## config.mk

```make
export PLATFORM = sky130hd
export DESIGN_NAME = fifo_unpacker
export DESIGN_NICKNAME = d
export VERILOG_FILES = /design/src/rtl/fifo_unpacker_pkg.sv /design/src/rtl/fifo_unpacker_buf.sv /design/src/rtl/fifo_unpacker.sv
export SDC_FILE = /design/constraint.sdc
export NUM_CORES = 1
export LEC_CHECK = 0
export ABC_CLOCK_PERIOD_IN_PS = 10500
export CAP_MARGIN = 5
export CORE_MARGIN = 10
export CORE_UTILIZATION = 35
export DETAILED_ROUTE_END_ITERATION = 16
export HOLD_SLACK_MARGIN = 0.08
export REMOVE_ABC_BUFFERS = 1
export SLEW_MARGIN = 5
export SYNTH_ARGS = -nofsm -noshare
export SYNTH_HDL_FRONTEND = slang
export SYNTH_SLANG_ARGS = --single-unit
```

## constraint.sdc

```tcl
create_clock -name i_clk -period 10.5 [get_ports i_clk]
set_input_delay 2.1 -clock i_clk [delete_from_list [all_inputs] [get_ports i_clk]]
set_output_delay 2.1 -clock i_clk [all_outputs]
set_load 0.02 [all_outputs]
```

## src/rtl/fifo_unpacker_pkg.sv

```systemverilog
// Shared defaults, beat ratio and FSM encoding for the FIFO word unpacker.
package fifo_unpacker_pkg;
  localparam int DEF_IN_WIDTH  = 64;
  localparam int DEF_OUT_WIDTH = 16;
  localparam int DEF_BUF_DEPTH = 2;
  localparam int RATIO         = DEF_IN_WIDTH / DEF_OUT_WIDTH;

  typedef enum logic {
    EMPTY  = 1'b0,
    ACTIVE = 1'b1
  } state_e;

  // A counter still needs one bit when it only ever holds zero.
  function automatic int ctrWidth(input int n);
    return (n > 1) ? $clog2(n) : 1;
  endfunction
endpackage

```

## src/rtl/fifo_unpacker_buf.sv

```systemverilog
// Circular register buffer holding whole FIFO words until they are fully serialized.
module unpack_buf #(
  parameter int WIDTH = 64,
  parameter int DEPTH = 2
) (
  input  logic                       clk_i,
  input  logic                       rst_i,
  input  logic                       wrEn_i,
  input  logic [WIDTH-1:0]           wrData_i,
  input  logic                       pop_i,
  output logic [WIDTH-1:0]           headData_o,
  output logic [$clog2(DEPTH+1)-1:0] count_o
);
  localparam int PW = $clog2(DEPTH);
  localparam int CW = $clog2(DEPTH + 1);

  logic [WIDTH-1:0] mem_q [DEPTH];
  logic [PW-1:0]    wrPtr_q, wrPtr_d;
  logic [PW-1:0]    rdPtr_q, rdPtr_d;
  logic [CW-1:0]    count_q, count_d;

  // Explicit wrap so depths that are not a power of two still work.
  function automatic logic [PW-1:0] nextPtr(input logic [PW-1:0] p);
    return (p == PW'(DEPTH - 1)) ? '0 : p + PW'(1);
  endfunction

  always_comb begin
    wrPtr_d = wrPtr_q;
    rdPtr_d = rdPtr_q;
    count_d = count_q;
    if (wrEn_i) wrPtr_d = nextPtr(wrPtr_q);
    if (pop_i) rdPtr_d = nextPtr(rdPtr_q);
    case ({wrEn_i, pop_i})
      2'b10:   count_d = count_q + CW'(1);
      2'b01:   count_d = count_q - CW'(1);
      default: count_d = count_q;
    endcase
  end

  always_ff @(posedge clk_i) begin
    if (rst_i) begin
      wrPtr_q <= '0;
      rdPtr_q <= '0;
      count_q <= '0;
    end else begin
      wrPtr_q <= wrPtr_d;
      rdPtr_q <= rdPtr_d;
      count_q <= count_d;
    end
  end

  always_ff @(posedge clk_i) begin
    if (wrEn_i) mem_q[wrPtr_q] <= wrData_i;
  end

  assign headData_o = mem_q[rdPtr_q];
  assign count_o    = count_q;
endmodule

```

## src/rtl/fifo_unpacker.sv

```systemverilog
// Reads wide words from a sync FIFO and streams them out as narrow beats, LSB slice first.
module fifo_unpacker
  import fifo_unpacker_pkg::*;
#(
  parameter int IN_WIDTH  = DEF_IN_WIDTH,
  parameter int OUT_WIDTH = DEF_OUT_WIDTH,
  parameter int BUF_DEPTH = DEF_BUF_DEPTH
) (
  input  logic                 i_clk,
  input  logic                 i_rst,
  output logic                 o_fifo_rden,
  input  logic                 i_fifo_vld,
  input  logic [IN_WIDTH-1:0]  i_fifo_data,
  input  logic                 i_fifo_underflow,
  output logic                 o_vld,
  input  logic                 i_rdy,
  output logic [OUT_WIDTH-1:0] o_data,
  output logic                 o_last,
  output logic                 o_err,
  output logic                 o_busy
);
  localparam int NBEATS = IN_WIDTH / OUT_WIDTH;
  localparam int BW     = ctrWidth(NBEATS);
  localparam int CW     = $clog2(BUF_DEPTH + 1);
  localparam int OW     = CW + 1;

  state_e              state_q, state_d;
  logic [BW-1:0]       beat_q, beat_d;
  logic                rden_q, rden_d;
  logic                err_q, err_d;
  logic                inflight_q;
  logic                postRst_q;
  logic [CW-1:0]       count;
  logic [IN_WIDTH-1:0] headData;
  logic                full, vldSeen, wrEn, badVld;
  logic                lastBeat, accept, pop;
  logic [OW-1:0]       outstanding;

  unpack_buf #(
    .WIDTH(IN_WIDTH),
    .DEPTH(BUF_DEPTH)
  ) u_buf (
    .clk_i     (i_clk),
    .rst_i     (i_rst),
    .wrEn_i    (wrEn),
    .wrData_i  (i_fifo_data),
    .pop_i     (pop),
    .headData_o(headData),
    .count_o   (count)
  );

  // Data returning right after reset belongs to a read issued before it, so it is ignored.
  assign full     = (count == CW'(BUF_DEPTH));
  assign vldSeen  = i_fifo_vld && !postRst_q;
  assign wrEn     = vldSeen && inflight_q && !full;
  assign badVld   = vldSeen && (!inflight_q || full);
  assign lastBeat = (beat_q == BW'(NBEATS - 1));
  assign accept   = o_vld && i_rdy;
  assign pop      = accept && lastBeat;

  // A slot freed this cycle already counts as available for the next request.
  assign outstanding = OW'(count) - OW'(pop) + OW'(rden_q) + OW'(inflight_q);

  always_comb begin
    state_d = state_q;
    beat_d  = beat_q;
    err_d   = err_q || badVld;
    rden_d  = !i_fifo_underflow && (outstanding < OW'(BUF_DEPTH));
    if (accept) beat_d = lastBeat ? '0 : beat_q + BW'(1);
    case (state_q)
      EMPTY:   if (wrEn) state_d = ACTIVE;
      ACTIVE:  if (pop && !wrEn && (count == CW'(1))) state_d = EMPTY;
      default: state_d = EMPTY;
    endcase
  end

  always_ff @(posedge i_clk) begin
    if (i_rst) begin
      state_q    <= EMPTY;
      beat_q     <= '0;
      rden_q     <= 1'b0;
      inflight_q <= 1'b0;
      err_q      <= 1'b0;
      postRst_q  <= 1'b1;
    end else begin
      state_q    <= state_d;
      beat_q     <= beat_d;
      rden_q     <= rden_d;
      inflight_q <= rden_q;
      err_q      <= err_d;
      postRst_q  <= 1'b0;
    end
  end

  assign o_vld       = (state_q == ACTIVE);
  assign o_data      = o_vld ? headData[int'(beat_q)*OUT_WIDTH +: OUT_WIDTH] : '0;
  assign o_last      = o_vld && lastBeat;
  assign o_fifo_rden = rden_q;
  assign o_err       = err_q;
  assign o_busy      = (count != '0) || inflight_q;
endmodule
```

After elaboration in Yosys (flattened, before gate mapping):

Memories as Yosys holds them, arrays and structs flattened. A register that Yosys moved wholly into a read port is not among the register bits.
Index checks and enable logic that the tools add are counted.

* shifts and indexed selects: 1
* order comparisons: 1
* reduce and logical (&&, ||, !) cells: 20
* divide/modulo/power cells: 0
* bitwise gates (word level): 1
* mux-type cells: 12
* multipliers: 0
* add/sub/neg operators: 8
* eq/ne operators: 5

Operator list (count)
* variable part select 64 x 7 -> 16 bit: 1
* 2-to-1 mux 16 bit: 1
* logical AND 1 bit: 10
* 2-to-1 mux 1 bit: 8
* adder 3 x 1 -> 3 bit: 2
* equality test 2 bit (second input constant): 3
* logical NOT 1 bit: 5
* adder 2 x 1 -> 2 bit (second input constant): 2
* equality test 2 x 1 -> 1 bit (second input constant): 2
* case mux 2 bit (2 select lines): 1
* nonzero test 2 bit: 2
* logical OR 1 bit: 3
* less-than comparator 3 x 2 -> 1 bit (second input constant): 1
* subtractor 2 x 1 -> 3 bit: 1
* adder 1 bit (second input constant): 2
* 2-to-1 mux 2 bit: 1
* case mux 1 bit (2 select lines): 1
* subtractor 2 x 1 -> 2 bit (second input constant): 1
* NOT 1 bit: 1

* memory bits (read-only): 0
* bits in latches: 0
* word-level logic and storage cells: 58
* input bits: 69
* memories kept: 1
* output and inout bits: 21
* bits in registers: 11
* memory bits (writable): 128

Memory list
* u_buf.mem_q: depth 2, bits a word 64, rd ports 1, clocked after Yosys merged registers in 1, write ports 1, RTL line fifo_unpacker_buf.sv:17 `logic [WIDTH-1:0] mem_q [DEPTH];`

Logic depth before layout (Yosys ltp):

Gate-level depths: netlist of the first run.

* depth in word-level cells: 9
* gate-level depth with buffers: 9
* depth with buffers taken out: 9

Modules after synthesis:

A second synthesis of the first run with hierarchy kept.

* cell total of the unflattened synthesis: 313
* area total of the unflattened synthesis: 5690.5 um2

Modules (own cells, without submodules)
* unpack_buf: area each 4832.1 um2, times used 1, seq. area each 3943.8 um2, cells each 219
* fifo_unpacker: area each 858.3 um2, times used 1, seq. area each 140.1 um2, cells each 94

Least setup slack after synthesis of the first run:

OpenSTA, ideal clock, no wires.

* path kind: input -> register
* start point: input port i_fifo_vld
* end point: memory u_buf.mem_q[0][0], enable pin
* path buffers: 0
* arrival time: 5113 ps
* slack: 4900 ps
* data required time: 10013 ps
* library setup time: 487 ps
* stages on the path: 3
* cell sequence: and4bb_2 -> inv_1 -> nor2_1

* cells in the longest elaborated chain, start to end: 5

RTL lines
* start: declaration: RTL line fifo_unpacker.sv:12 `input logic i_fifo_vld,`
* logical AND 1 bit: RTL line fifo_unpacker.sv:54 `assign vldSeen = i_fifo_vld && !postRst_q;`
* logical AND 1 bit (2 in a row): RTL line fifo_unpacker.sv:55 `assign wrEn = vldSeen && inflight_q && !full;`
* 2-to-1 mux 1 bit: RTL line fifo_unpacker_buf.sv:53 `if (wrEn_i) mem_q[wrPtr_q] <= wrData_i;`
* 2-to-1 mux 1 bit (not written as such): RTL line fifo_unpacker_buf.sv:53
* end: declaration: RTL line fifo_unpacker_buf.sv:17

Every way passes these cells.

Worst setup path after layout of the first run:

* start point: register beat_q[0]
* end point: output port o_data[13]

* cells in the longest elaborated chain, start to end: 2

RTL lines
* start: declaration: RTL line fifo_unpacker.sv:28 `logic [BW-1:0] beat_q, beat_d;`
* start signal: assignment: RTL line fifo_unpacker.sv:87 `beat_q <= beat_d;`
* variable part select 64 x 7 -> 16 bit: RTL line fifo_unpacker.sv:96 `assign o_data = o_vld ? headData[int'(beat_q)*OUT_WIDTH +: OUT_WIDTH] : '0;`
* 2-to-1 mux 16 bit: RTL line fifo_unpacker.sv:96
* end: declaration: RTL line fifo_unpacker.sv:17 `output logic [OUT_WIDTH-1:0] o_data,`

Every way passes these cells.

==> impl_metrics.yaml, run 1 <==
outcome:
  status: "completed"
global_routing:
  gr-total-overflow: 0
  busiest_layer: "met2"
  met2_usage: 0.177
  grtUsageTotal: 0.111
  grt_pass1_vias: 3177
  grtUsageMet3: 0.0455
  grt_util_met1: 0.128
  antenna_found_initial: 1
  grt_first_pass_wirelength_microns: 18100
  grt_max_degree: 65
synthesis:
  ys_async_sr_fraction: 0
  synth_seq_cells: 140
  yosysUniqueCellTypes: 38
  synth_area_sq_um: 5720
  synth_top_area_cell: "edfxtp_1"
  netlist.area_leader.share: 0.671
  synth_flop_cell: "edfxtp_1"
  synthCells: 301
  ys_seq_area_frac: 0.713
  ys.warnings.count: 0
  synth_most_common_cell: "edfxtp_1"
  synth_commonest_cells: "edfxtp_1 (128), mux2_4 (18), inv_1 (17)"
  synth_edf_count: 128
  synth_area_leaders: "edfxtp_1 (67%), mux4_2 (6.3%), mux2_4 (4.7%)"
  syn_avg_cell_area_sq_um: 19.0
detailed_routing:
  drcViolationCount: 0
  drt-initial-drc-count: 143
  viasPerCell: 4.71
  antenna_left: 0
  first_pass_iters: 4
  wl_microns: 11600
  wl_per_cell_microns: 18.7
  num_vias: 2933
worst_setup_path:
  crit_path_start: "beat_q[0]$_SDFFE_PP0P_"
  startpoint_type: "flop"
  critPathMaxFanout: 21
  slowest_stage: "dfxtp_1"
  critPathMaxStageDelay_ps: 1100
  end_kind: "output pin"
  r2r_start: "beat_q[0]$_SDFFE_PP0P_"
  cp.required_ps: 8400
  arrival_ps: 3550
  critPathKind: "flop to output pin"
  crit_chain: "nand2b_1, o221ai_2, a21oi_2, clkdlybuf4s50_1"
  cp.buffers_inverters: 1
  path_delay_family: "flip-flops"
timing:
  finClkSkew_ps: 8.88
  hold_viol: 0
  rsz0062_at_grt: "no"
  setup_slack_ps: 4850
  min_period_over_period: 0.538
  setup_viol: 0
  slew_violations: 0
  max_freq_mhz: 177
  tns_ps: 0
  min_period_ps: 5650
  whs_ps: 441
  relSlewSlack: 0.211
  tightest_slew_ps: 1180
cts:
  clockBufferDepth: 2
  post_cts_buffers: 0
  cts_root_buf: "clkbuf_16"
  clock-sinks: 140
  cts_buffers: 17
  clk_pin_slew_ps: 60
  cts_resized: 0
  cts_tree: "built"
  cts-hold-fix-buffers: 0
  htreeDepth: 4
  clock_latency_ps: 420
min_path:
  hp-class: "flop to flop"
  worst_hold_startpoint: "o_err$_SDFF_PP0_"
power_and_ir_drop:
  vdd_drop_max_v: 0.000109
  p_leak_nw: 2.42
  power.density_nw_per_um2: 169
placement:
  placed_cell_area_sq_um: 6790
  dp_slack_ps: 5140
  place_inst: 593
  port_buffers: 89
  hpwl_microns: 7370
  routabilityCongestion: 0.695
floorplanning:
  io_pins: 90
  start_util: 0.359
  die_h_microns: 148
  die_w_microns: 148
  coreArea_sq_um: 15900
  dieArea_sq_um: 21900
  placementRows: 46
finish:
  area_delta_synth_final_pct: 28.4
  post-route-cell-area_sq_um: 7350
  fill_cells: 1371
  final_layout_size_suffix_gt1_frac: 0.241
  diodes: 0
  num-nets-final: 473
  stdcell_count: 623
job:
  maxCapViolations: 0
per-layer routing:
metal | vias up | share of wire
met5 | - | 0.00094
met4 | 2 | 0.022
met3 | 20 | 0.063
met2 | 74 | 0.50
met1 | 1468 | 0.42
li1 | 1369 | -
cells in the final DEF (no fill, tap or decap), types with 10 or more instances in the layout:
cell	n
edfxtp_1	128
clkdlybuf4s50_1	89
mux2_4	18
inv_1	17
clkbuf_16	17
mux4_2	16
mux2_2	12
dfxtp_1	11
o221ai_2	10
a21oi_2	10
worst min-delay path: cells and delay by family (launching register included):
| kind | cells | cell delay [ps] |
|---|---|---|
| compound gates | 1 | 50 |
| buf+inv | 1 | 40 |
| flops | 1 | 300 |
final timing paths:
check	to	slack [ps]	cells after the start
worst max-delay path	o_data[13]	4850	4
worst min-delay path	o_err$_SDFF_PP0_	440	2
worst max register to register	o_fifo_rden$_SDFF_PP0_	7340	8
worst min register to register	o_err$_SDFF_PP0_	440	2
per-stage QoR:
step / util / total power, mW
2_1_floorplan: - / 0.638
3_3_place_gp: 0.426 / 0.674
3_5_place_dp: 0.426 / 0.675
4_1_cts: 0.461 / 1.25
5_1_grt: 0.461 / 1.28
6_report: 0.461 / 1.24
flip-flops by register name (all words and copies together), names as in the netlist, named ones only:
register / cells
beat_q: 2
inflight_q: 1
o_err: 1
o_fifo_rden: 1
o_vld: 1
postRst_q: 1
u_buf.count_o: 2
u_buf.mem_q: 128
u_buf.rdPtr_q: 1
u_buf.wrPtr_q: 1
final cells by class:
cell class	instances	area [sq um]	share of cell area
clock buffers	21	440	0.0599
clock inverters	9	123	0.0167
inverters	23	86.3	0.0117
multi-input cells	122	1430	0.195
flip-flops and latches	140	4090	0.556
well taps	216	270	0.0368
repair buffers	92	913	0.124
power breakdown:
part,internal (mW),leakage (nW),switching [mW]
clock,0.368,0.278,0.211
combinational,0.0302,0.887,0.0174
sequential,0.613,1.25,0.00226
total,1.01,2.42,0.230
cell families after synthesis:
group	count (synthesis)	share of synthesized area
simple gates	22	0.0197
mux	49	0.139
buf+inv	39	0.0382
fa+ha+maj	8	0.0188
flops	140	0.713
xor+xnor	5	0.00765
compound gates	38	0.0627
(Power assumes the default switching activity.)
==> inputs of run 2 (changes only) <==
- ABC_CLOCK_PERIOD_IN_PS: 10500 -> 5600
- clock period: 10.5 -> 5.6 ns (I/O delays scaled with it)
==> run 2 against run 1 <==
  * Combinational power rose by 89%
  * Clock skew fell by 3.3 ps
  * Wire length rose by 1.0%
  * Highest routed layer unchanged
==> impl_metrics.yaml, run 2 (synthesis gave the netlist of run 1 again) <==
outcome:
  status: "completed"
power_and_ir_drop:
  power.density_nw_per_um2: 319
  p_leak_nw: 2.44
  vdd_drop_max_v: 0.000214
  totalPowerFinal_mw: 2.36
worst_setup_path:
  arrival_ps: 3160
  cp.required_ps: 4480
  cp.buffers_inverters: 1
  end_kind: "output pin"
  slowest_stage: "nand2b_1"
  critPathMaxStageDelay_ps: 960
  critPathKind: "flop to output pin"
  critPathMaxFanout: 16
  crit_chain: "nand2b_1, o221ai_1, a21oi_1, clkdlybuf4s50_1"
  startpoint_type: "flop"
  path_delay_family: "simple AND/OR/NAND/NOR gates"
cts:
  cts_root_buf: "clkbuf_16"
  clock-sinks: 140
  htreeDepth: 4
  post_cts_buffers: 0
  clockBufferDepth: 2
  cts_buffers: 17
  clock_latency_ps: 420
  cts-hold-fix-buffers: 0
  clk_pin_slew_ps: 60
  cts_resized: 0
  cts_tree: "built"
timing:
  relSlewSlack: 0.213
  setup_slack_ps: 1320
  tns_ps: 0
  min_period_over_period: 0.764
  rsz0062_at_grt: "no"
  max_freq_mhz: 234
  finClkSkew_ps: 5.62
  min_period_ps: 4280
  setup_viol: 0
  hold_viol: 0
  slew_violations: 0
  tightest_slew_ps: 1180
global_routing:
  antenna_found_initial: 1
  grt_max_degree: 65
  gr-total-overflow: 0
  grt_pass1_vias: 3257
  grtUsageTotal: 0.111
  grt_first_pass_wirelength_microns: 18300
detailed_routing:
  antenna_left: 0
  wl_per_cell_microns: 18.8
  drcViolationCount: 0
  first_pass_iters: 7
  viasPerCell: 4.72
  wl_microns: 11800
  num_vias: 2951
  drt-initial-drc-count: 132
floorplanning:
  start_util: 0.359
  die_h_microns: 148
  placementRows: 46
  coreArea_sq_um: 15900
  die_w_microns: 148
  io_pins: 90
  dieArea_sq_um: 21900
finish:
  diodes: 0
  largest-register: "u_buf.mem_q"
  area_delta_synth_final_pct: 29.0
  post-route-cell-area_sq_um: 7380
  final_cell_mix: "edfxtp_1 (128), clkdlybuf4s50_1 (89), mux2_4 (18), inv_1 (17), clkbuf_16 (17)"
  num-nets-final: 473
  fill_cells: 1367
  largest_register_ffs: 128
  register_area_sq_um: 4090
  final_common_cell: "edfxtp_1"
  stdcell_count: 625
  final_layout_size_suffix_gt1_frac: 0.257
  multi_input_area_sq_um: 1430
min_path:
  hp-class: "flop to flop"
placement:
  routabilityCongestion: 0.746
  hpwl_microns: 7400
  port_buffers: 89
  dp_slack_ps: 1710
  placed_cell_area_sq_um: 6790
  place_inst: 593
job:
  maxCapViolations: 0
## run 2: where the power goes
group | leakage [nW] | total (mW) | switching (mW) | internal [mW]
clock network | 0.299 | 1.11 | 0.414 | 0.699
logic | 0.887 | 0.0900 | 0.0334 | 0.0566
registers | 1.25 | 1.15 | 0.00434 | 1.15
## run 2: worst register-to-register path: stages (launching register included)
cell and delay, ps:
dfxtp_1 1100, and3_1 400, ha_1 270, inv_1 60, ha_1 220, a21o_1 170
fa_1 430, nor4_1 260
## run 2: per-stage QoR
step	hold slack, ps	util
after global routing	472	0.463
after global placement	441	0.426
after floorplan	481	-
after CTS	456	0.463
final	449	0.463
after detailed placement	447	0.426
## run 2: area by class of cell
class,count,area share
clock inverter,11,0.0156
clock buffer,21,0.0651
inverter,23,0.0117
timing repair buffer,92,0.124
tap,216,0.0366
sequential,140,0.554
multi-input combinational,122,0.194
## run 2: worst paths after layout
check	from	endpoint	slack, ps	cells after the start
worst max-delay path	beat_q[1]$_SDFFE_PP0P_	o_data[15]	1320	4
worst min-delay path	o_err$_SDFF_PP0_	o_err$_SDFF_PP0_	450	2
worst max register to register	o_vld$_SDFF_PP0_	o_fifo_rden$_SDFF_PP0_	2600	7
worst min register to register	o_err$_SDFF_PP0_	o_err$_SDFF_PP0_	450	2
## run 2: routing by layer
metal,GRT usage,vias up,part of all wire
li1,-,1372,-
met1,0.127,1486,0.43
met2,0.182,71,0.50
met3,0.0363,20,0.050
met4,0.0550,2,0.020
met5,0,-,0.0011
==> inputs of run 3 (changes only) <==
- ABC_CLOCK_PERIOD_IN_PS: 5600 -> 3600
- clock period: 5.6 -> 3.6 ns (I/O delays scaled with it)
==> run 3 against run 2 <==
  * Sequential share of layout area decreased by 0.73 points
  * Wire length decreased by 0.15%
  * Final area increased by 1.3%
  * Clock power increased by 57%
  * Highest routed layer unchanged
  * Critical path type unchanged
  * Die area unchanged
  * Sequential cell count unchanged
==> impl_metrics.yaml, run 3 (synthesis gave the netlist of run 1 again) <==
detailed_routing:
  dr_wl_met2_microns: 5910
  met3WireLength_microns: 595
  antenna_left: 0
  drt-initial-drc-count: 120
  highest_layer: "met5"
  first_pass_iters: 4
  num_vias: 2981
  m1WireLength_microns: 5020
  viasPerCell: 4.72
  wl_per_cell_microns: 18.6
  wl_microns: 11700
  drcViolationCount: 0
finish:
  final_common_cell: "edfxtp_1"
  final_cell_mix: "edfxtp_1 (128), clkdlybuf4s50_1 (89), mux2_4 (18), inv_1 (17), clkbuf_16 (17)"
  final_layout_size_suffix_gt1_frac: 0.263
  diodes: 0
  largest_register_ffs: 128
  fill_cells: 1395
  area_delta_synth_final_pct: 30.7
  largest-register: "u_buf.mem_q"
  num-nets-final: 479
cts:
  clk_pin_slew_ps: 60
  clock-sinks: 140
  htreeDepth: 4
  clockBufferDepth: 2
  cts_tree: "built"
  cts_resized: 0
  cts_root_buf: "clkbuf_16"
  post_cts_buffers: 0
  clock_latency_ps: 410
  cts_buffers: 17
  cts-hold-fix-buffers: 0
placement:
  dp_slack_ps: 649
  hpwl_microns: 7520
  routabilityCongestion: 0.733
  port_buffers: 89
min_path:
  hold_depth: 2
  hold_end: "o_err$_SDFF_PP0_"
  worst_hold_startpoint: "o_err$_SDFF_PP0_"
  hp-class: "flop to flop"
floorplanning:
  dieArea_sq_um: 21900
  start_util: 0.359
  die_h_microns: 148
  coreArea_sq_um: 15900
  placementRows: 46
  io_pins: 90
  die_w_microns: 148
power_and_ir_drop:
  power.density_nw_per_um2: 491
  vdd_drop_max_v: 0.000289
  p_leak_nw: 2.46
  totalPowerFinal_mw: 3.68
global_routing:
  grtUsageTotal: 0.113
  antenna_found_initial: 1
  grt_pass1_vias: 3403
  gr-total-overflow: 0
  grt_first_pass_wirelength_microns: 18600
  grt_max_degree: 65
timing:
  setup_viol: 0
  min_period_ps: 3200
  relSlewSlack: 0.629
  max_freq_mhz: 312
  tightest_slew_ps: 556
  finClkSkew_ps: 4.83
  slew_violations: 0
  setup_slack_ps: 399
  min_period_over_period: 0.889
  whs_ps: 441
  hold_viol: 0
  rsz0062_at_grt: "no"
worst_setup_path:
  end_kind: "output pin"
  cp.required_ps: 2880
  worst_r2r_path_depth: 9
  arrival_ps: 2480
  startpoint_type: "flop"
  critPathMaxFanout: 19
  worst-r2r-setup-slack_ps: 960
  timing.rr.end: "o_fifo_rden$_SDFF_PP0_"
  r2r_start: "beat_q[1]$_SDFFE_PP0P_"
  critPathKind: "flop to output pin"
outcome:
  status: "completed"
job:
  maxCapViolations: 0
run 3: layout make-up:
cell class                      count  area (sq um)  area share
Clock buffer                       17           425      0.0568
Clock inverter                     15           174      0.0232
Inverter                           23          86.3      0.0115
Multi-Input combinational cell    122          1430       0.191
Sequential cell                   140          4090       0.546
Tap cell                          216           270      0.0361
Timing Repair Buffer               98          1010       0.135
run 3: worst max-delay path by stage:
stage | from | end | slack, ps
floorplan | i_fifo_vld | u_buf.mem_q[0][0]$_DFFE_PP_ | -620
global placement | i_rdy | o_fifo_rden$_SDFF_PP0_ | 710
detailed placement | i_rdy | o_fifo_rden$_SDFF_PP0_ | 650
CTS | flop | o_data[15] | 320
global route | beat_q[1]$_SDFFE_PP0P_ | o_data[1] | 230
finish | beat_q[1]$_SDFFE_PP0P_ | o_data[15] | 400
run 3: per-stage QoR:
| stage | util | setup TNS (ps) | area, sq um | cells |
|---|---|---|---|---|
| CTS | 0.469 | 0 | 7480 | 631 |
| floorplan | - | -39650 | 5590 | 285 |
| global placement | 0.432 | 0 | 6880 | 599 |
| detailed placement | 0.432 | 0 | 6880 | 599 |
| finish | 0.469 | 0 | 7480 | 631 |
| global route | 0.469 | 0 | 7480 | 631 |
run 3: critical path, stage by stage (launching register included):
cell,delay [ps]
dfxtp_1,320
buf_4,340
nand2b_1,180
buf_4,200
o221ai_1,140
a21oi_1,240
clkdlybuf4s50_1,650
run 3: layer usage:
| layer | GRT usage | up-vias |
|---|---|---|
| met4 | 0.0545 | 2 |
| met2 | 0.184 | 71 |
| met5 | 0 | - |
| met3 | 0.0379 | 17 |
| li1 | - | 1387 |
| met1 | 0.132 | 1504 |
run 3: where the power goes:
group	internal (mW)	total, mW	leakage, nW	switching (mW)
clock network	1.09	1.74	0.284	0.656
registers	1.79	1.79	1.25	0.00531
logic	0.0900	0.143	0.928	0.0534
